File: config.mk
export PLATFORM = sky130hd
export DESIGN_NAME = spi_slave
export DESIGN_NICKNAME = d
export VERILOG_FILES = /design/src/rtl/spi_pkg.sv /design/src/rtl/spi_sync.sv /design/src/rtl/spi_slave.sv
export SDC_FILE = /design/constraint.sdc
export NUM_CORES = 1
export LEC_CHECK = 0
export CAP_MARGIN = 10
export CORE_MARGIN = 4
export CORE_UTILIZATION = 58
export CTS_CLUSTER_DIAMETER = 60
export DETAILED_ROUTE_END_ITERATION = 7
export PLACE_DENSITY = 0.83
export SYNTH_ARGS = -nofsm -noshare
export SYNTH_HDL_FRONTEND = slang
export SYNTH_SLANG_ARGS = --single-unit
File: constraint.sdc
create_clock -name i_Clk -period 3.4 [get_ports i_Clk]
set_input_delay 0.68 -clock i_Clk [delete_from_list [all_inputs] [get_ports i_Clk]]
set_output_delay 0.68 -clock i_Clk [all_outputs]
set_load 0.02 [all_outputs]
File: src/rtl/spi_pkg.sv
// rtl/spi_pkg.sv - shared constants, command codes and helpers for the SPI target
package spi_pkg;

   localparam int         SPI_BYTE_W  = 8;
   localparam logic [7:0] SPI_IDLE_TX = 8'h00;

   // Command bytes exchanged with the diagnostics controller
   typedef enum logic [7:0] {
      CMD_PARITY_ERROR = 8'h22,
      CMD_RESUME       = 8'h55,
      CMD_READ_MEMORY  = 8'h66,
      CMD_READ_CONFIG  = 8'h77,
      CMD_READ_VRAM    = 8'h88,
      CMD_WRITE_MEMORY = 8'h99,
      CMD_HALT         = 8'hAA
   } spi_cmd_e;

   // Byte presented to the shift register at a load point: buffered byte or idle filler
   function automatic logic [SPI_BYTE_W-1:0] tx_next(input logic                  valid,
                                                     input logic [SPI_BYTE_W-1:0] buffered);
      return valid ? buffered : SPI_IDLE_TX;
   endfunction

endpackage

File: src/rtl/spi_sync.sv
// rtl/spi_sync.sv - multi-stage single-bit synchronizer with selectable reset value
module spi_sync #(
   parameter int SYNC_STAGES = 2
) (
   input  logic fpga_clk,
   input  logic rst,
   input  logic rst_val,
   input  logic d,
   output logic q
);

   logic [SYNC_STAGES-1:0] stages;

   // Shift the asynchronous input through the flop chain; oldest stage is the output
   always_ff @(posedge fpga_clk or posedge rst) begin
      if (rst) begin
         stages <= {SYNC_STAGES{rst_val}};
      end else begin
         stages <= {stages[SYNC_STAGES-2:0], d};
      end
   end

   assign q = stages[SYNC_STAGES-1];

endmodule

File: src/rtl/spi_slave.sv
// rtl/spi_slave.sv - mode 0 byte-oriented SPI target bridged into the system clock
module spi_slave import spi_pkg::*; #(
   parameter int SYNC_STAGES = 2
) (
   input  logic                  i_Clk,
   input  logic                  i_Rst,
   output logic                  o_RX_DV,
   output logic [SPI_BYTE_W-1:0] o_RX_Byte,
   input  logic                  i_TX_DV,
   input  logic [SPI_BYTE_W-1:0] i_TX_Byte,
   input  logic                  i_SPI_Clk,
   output logic                  o_SPI_MISO,
   input  logic                  i_SPI_MOSI,
   input  logic                  i_SPI_CS_n
);

   logic                  sck_s, mosi_s, csn_s;
   logic                  sck_d, csn_d;
   logic                  sck_rise, sck_fall, frame_start, load_pt;
   logic [2:0]            bit_cnt;
   logic [SPI_BYTE_W-2:0] rx_sr;
   logic                  reload_pend;
   logic [SPI_BYTE_W-1:0] tx_buf;
   logic                  tx_valid;
   logic [SPI_BYTE_W-1:0] tx_sr;

   spi_sync #(.SYNC_STAGES(SYNC_STAGES)) u_sync_sck (
      .fpga_clk (i_Clk), .rst (i_Rst), .rst_val (1'b0), .d (i_SPI_Clk),  .q (sck_s)
   );
   spi_sync #(.SYNC_STAGES(SYNC_STAGES)) u_sync_mosi (
      .fpga_clk (i_Clk), .rst (i_Rst), .rst_val (1'b0), .d (i_SPI_MOSI), .q (mosi_s)
   );
   spi_sync #(.SYNC_STAGES(SYNC_STAGES)) u_sync_csn (
      .fpga_clk (i_Clk), .rst (i_Rst), .rst_val (1'b1), .d (i_SPI_CS_n), .q (csn_s)
   );

   assign sck_rise    =  sck_s & ~sck_d;
   assign sck_fall    = ~sck_s &  sck_d;
   assign frame_start =  csn_d & ~csn_s;
   // Frame start and the falling edge after a completed byte both consume the TX buffer
   assign load_pt     = frame_start | (sck_fall & reload_pend);
   assign o_SPI_MISO  = tx_sr[SPI_BYTE_W-1];

   // Edge detection, RX shifting, TX buffering and TX shifting in one registered block
   always_ff @(posedge i_Clk or posedge i_Rst) begin
      if (i_Rst) begin
         sck_d       <= 1'b0;
         csn_d       <= 1'b1;
         o_RX_DV     <= 1'b0;
         o_RX_Byte   <= '0;
         bit_cnt     <= '0;
         rx_sr       <= '0;
         reload_pend <= 1'b0;
         tx_buf      <= '0;
         tx_valid    <= 1'b0;
         tx_sr       <= '0;
      end else begin
         sck_d   <= sck_s;
         csn_d   <= csn_s;
         o_RX_DV <= 1'b0;
         if (csn_s) begin
            // Idle: drop any partial byte and keep MISO primed with the pending byte
            bit_cnt     <= '0;
            rx_sr       <= '0;
            reload_pend <= 1'b0;
            if (i_TX_DV) begin
               tx_buf   <= i_TX_Byte;
               tx_valid <= 1'b1;
               tx_sr    <= i_TX_Byte;
            end else begin
               tx_sr <= tx_next(tx_valid, tx_buf);
            end
         end else begin
            if (load_pt) begin
               tx_sr       <= i_TX_DV ? i_TX_Byte : tx_next(tx_valid, tx_buf);
               tx_valid    <= 1'b0;
               reload_pend <= 1'b0;
            end else begin
               if (sck_fall) begin
                  tx_sr <= {tx_sr[SPI_BYTE_W-2:0], 1'b0};
               end
               if (i_TX_DV) begin
                  tx_buf   <= i_TX_Byte;
                  tx_valid <= 1'b1;
               end
            end
            if (sck_rise) begin
               rx_sr   <= {rx_sr[SPI_BYTE_W-3:0], mosi_s};
               bit_cnt <= bit_cnt + 3'd1;
               if (bit_cnt == 3'd7) begin
                  o_RX_Byte   <= {rx_sr, mosi_s};
                  o_RX_DV     <= 1'b1;
                  reload_pend <= 1'b1;
               end
            end
         end
      end
   end

endmodule

==> impl_metrics.py <==
metrics = {
    "status": {
        "status": "completed",
    },
    "final_layout": {
        "layout_common_cells": "dfrtp_1, clkdlybuf4s50_1, nand2_1",
        "n_fill_cell": 225,
        "area_growth_pct": 17.5,
        "layout-drive-gt1-share_pct": 18.1,
        "multi_input_area_um2": 667,
        "antennaDiodeCount": 0,
        "final_util_pct": 70.9,
        "regArea_um2": 1130,
        "final_nets": 181,
        "layout.cells.most_common": "dfrtp_1",
    },
    "synthesis": {
        "async_reset_ff_share_pct": 100,
        "avgSynthCellArea_um2": 13.1,
        "syn_inst": 140,
        "synth_top_family_by_area": "multiplexers",
        "synth_edf_count": 0,
        "yosys_warnings": 0,
        "synth_cell_types": 27,
        "synth_nets": 156,
        "yosys-mux-area-fraction_pct": 17.4,
        "synth_area_leaders": "dfrtp_1, mux2_2, mux2i_1, dfstp_2, a21oi_1",
        "syn-cell-area_um2": 1840,
        "synth-compound-area-share_pct": 7.68,
        "synth_fa_ha_area_share_pct": 1.36,
        "synth_seq_area_share_pct": 61.4,
        "yosysTopAreaCell": "dfrtp_1",
        "synthSimpleGateAreaFrac_pct": 9.31,
        "ys_seq_elements": 45,
        "synth_ff_type": "dfrtp_1",
        "synthXorXnorAreaFrac_pct": 0.476,
        "synth_top_cell_area_share_pct": 57.1,
    },
    "global_routing": {
        "grt_use_total_pct": 17.4,
        "grt_antenna_before_repair": 0,
        "grt_pass1_vias": 1204,
        "grt_max_degree": 32,
        "grt_pass1_wl_mm": 5.44,
        "grt_overflow": 0,
    },
    "sta": {
        "maxSlewViolCount": 0,
        "hold_viol": 0,
        "fin_crit_ns": 2.20,
        "fin_ws_ns": 1.20,
        "clock.fmax_mhz": 454,
        "worst_pin_slew_ns": 1.11,
        "finalSetupViolations": 0,
        "rsz0062_at_grt": "no",
        "post-route-period-util_pct": 64.8,
        "clock_skew_ns": 0.0139,
        "tns_ns": 0,
        "max_slew_margin_pct": 26.1,
    },
    "clock_tree": {
        "cts_root_buf": "clkbuf_4",
        "post_cts_resized": 0,
        "htree_num_levels": 2,
        "cts.path.max_buffers": 2,
        "hold_buffers": 0,
        "clk_pin_slew_ns": 0.13,
        "cts_made_buffers": 5,
        "cts_tree": "done",
        "cts_setup_buffers": 0,
        "worstSkewPairLatency_ns": 0.36,
        "clock-sinks": 45,
    },
    "power_and_ir_drop": {
        "total_power_mw": 0.961,
        "p_leak_nw": 0.950,
        "max-vdd-ir-drop_mv": 0.285,
        "power_density_nw_per_um2": 444,
    },
    "detailed_routing": {
        "ant_nets": 0,
        "drcViolationCount": 0,
        "vias": 1141,
        "routed_wl_mm": 3.16,
        "drt-initial-drc-count": 43,
        "vias_per_cell": 5.43,
        "drtPass1Iterations": 4,
        "wl_per_cell_um": 15.0,
    },
    "die": {
        "initial_utilization_pct": 60.3,
        "io-pin-count": 24,
        "fp.dieW_um": 64.3,
        "core_area_um2": 3050,
        "num_rows": 20,
        "dieHeight_um": 64.3,
        "dieArea_um2": 4140,
    },
    "placed_design": {
        "dp_hpwl_mm": 2.28,
        "gp_congestion": 0.760,
        "portBuffers": 23,
        "pre_cts_slack_ns": 1.02,
    },
    "critical_path": {
        "crit_path_top_delay_cell": "nor3b_1",
        "path_class": "flip-flop to flip-flop",
        "arrival_ns": 2.46,
        "end_kind": "flip-flop",
        "worstPathMaxFanout": 10,
        "crit_chain": "nand2b_1, nor3b_1, buf_4, mux2_2",
        "cp.required_ns": 3.66,
        "slowest_delay_ns": 0.76,
        "startpoint_type": "flip-flop",
    },
    "run": {
        "cap_violations": 0,
    },
    "hold_path": {
        "hold_path.class": "flip-flop to flip-flop",
    },
}
==> power by group <==
part | internal (mW) | switching (mW) | total, mW
combinational | 0.0529 | 0.0478 | 0.101
sequential | 0.570 | 0.0237 | 0.594
clock | 0.101 | 0.164 | 0.266
==> final timing paths <==
kind	cells past startpoint	endpoint	slack (ns)	start
worst min-delay path	0	u_sync_sck.stages[1]$_DFF_PP0_	0.37	u_sync_sck.stages[0]$_DFF_PP0_
worst min register to register	0	u_sync_sck.stages[1]$_DFF_PP0_	0.37	u_sync_sck.stages[0]$_DFF_PP0_
max in group asynchronous	3	rx_sr[1]$_DFFE_PP0P_	1.96	i_Rst
worst max-delay path	4	o_RX_Byte[2]$_DFFE_PP0P_	1.20	sck_d$_DFF_PP0_
min in group asynchronous	2	u_sync_mosi.stages[0]$_DFF_PP0_	0.75	i_Rst
worst max register to register	4	o_RX_Byte[2]$_DFFE_PP0P_	1.20	sck_d$_DFF_PP0_
==> worst max-delay path: cells and delay by family (launching register included) <==
family | cells | cell delay [ns]
DFF | 1 | 0.42
buffers and inverters | 1 | 0.28
and+or+nand+nor | 2 | 1.07
muxes | 1 | 0.33
==> synthesized netlist by cell type, drive strengths merged, types with 2 or more instances <==
master   n
dfstp    3
nand2   18
a22oi    4
a21oi   14
mux2    16
and3b    4
mux2i   14
clkbuf   2
buf      5
dfrtp   42
nor2b    3
ha       2
nand2b   2
==> per-layer routing <==
| metal | GRT usage, % | part of all wire (%) | up-vias |
|---|---|---|---|
| met5 | 0 | 0 | - |
| met4 | 7.39 | 2.3 | 0 |
| met3 | 5.27 | 4.7 | 7 |
| met2 | 27.7 | 50 | 27 |
| met1 | 22.0 | 43 | 569 |
| li1 | - | - | 538 |
==> metrics by stage <==
step | cells | area [µm²] | hold WS, ns
CTS | 210 | 2160 | 0.368
global placement | 202 | 2100 | 0.331
global route | 210 | 2160 | 0.375
floorplan | 140 | 1840 | 0.331
finish | 210 | 2160 | 0.366
detailed placement | 202 | 2100 | 0.342
==> registers in the layout, summed over array words and instances, names as in the netlist <==
register / count
csn_d: 1
u_sync_sck.stages: 2
tx_sr: 8
u_sync_mosi.stages: 2
tx_buf: 8
sck_d: 1
rx_sr: 7
o_RX_DV: 1
o_RX_Byte: 8
u_sync_csn.stages: 2
tx_valid: 1
bit_cnt: 3
reload_pend: 1
==> cell families after synthesis <==
| kind of cell | count (synthesis) |
|---|---|
| AO/OA/AOI/OAI | 22 |
| multiplexers | 30 |
| flip-flops | 45 |
| adder cells (fa/ha/maj) | 2 |
| buffers and inverters | 8 |
| AND/OR/NAND/NOR | 32 |
| XOR/XNOR | 1 |
==> cell type report <==
| cell class | count | share of cell area, % |
|---|---|---|
| repair buffers | 25 | 11.3 |
| well taps | 44 | 2.54 |
| multi-input cells | 87 | 30.8 |
| inverters | 1 | 0.174 |
| clock inverters | 1 | 0.347 |
| flip-flops and latches | 45 | 52.2 |
| clock buffers | 7 | 2.54 |
(Power assumes the default switching activity.)
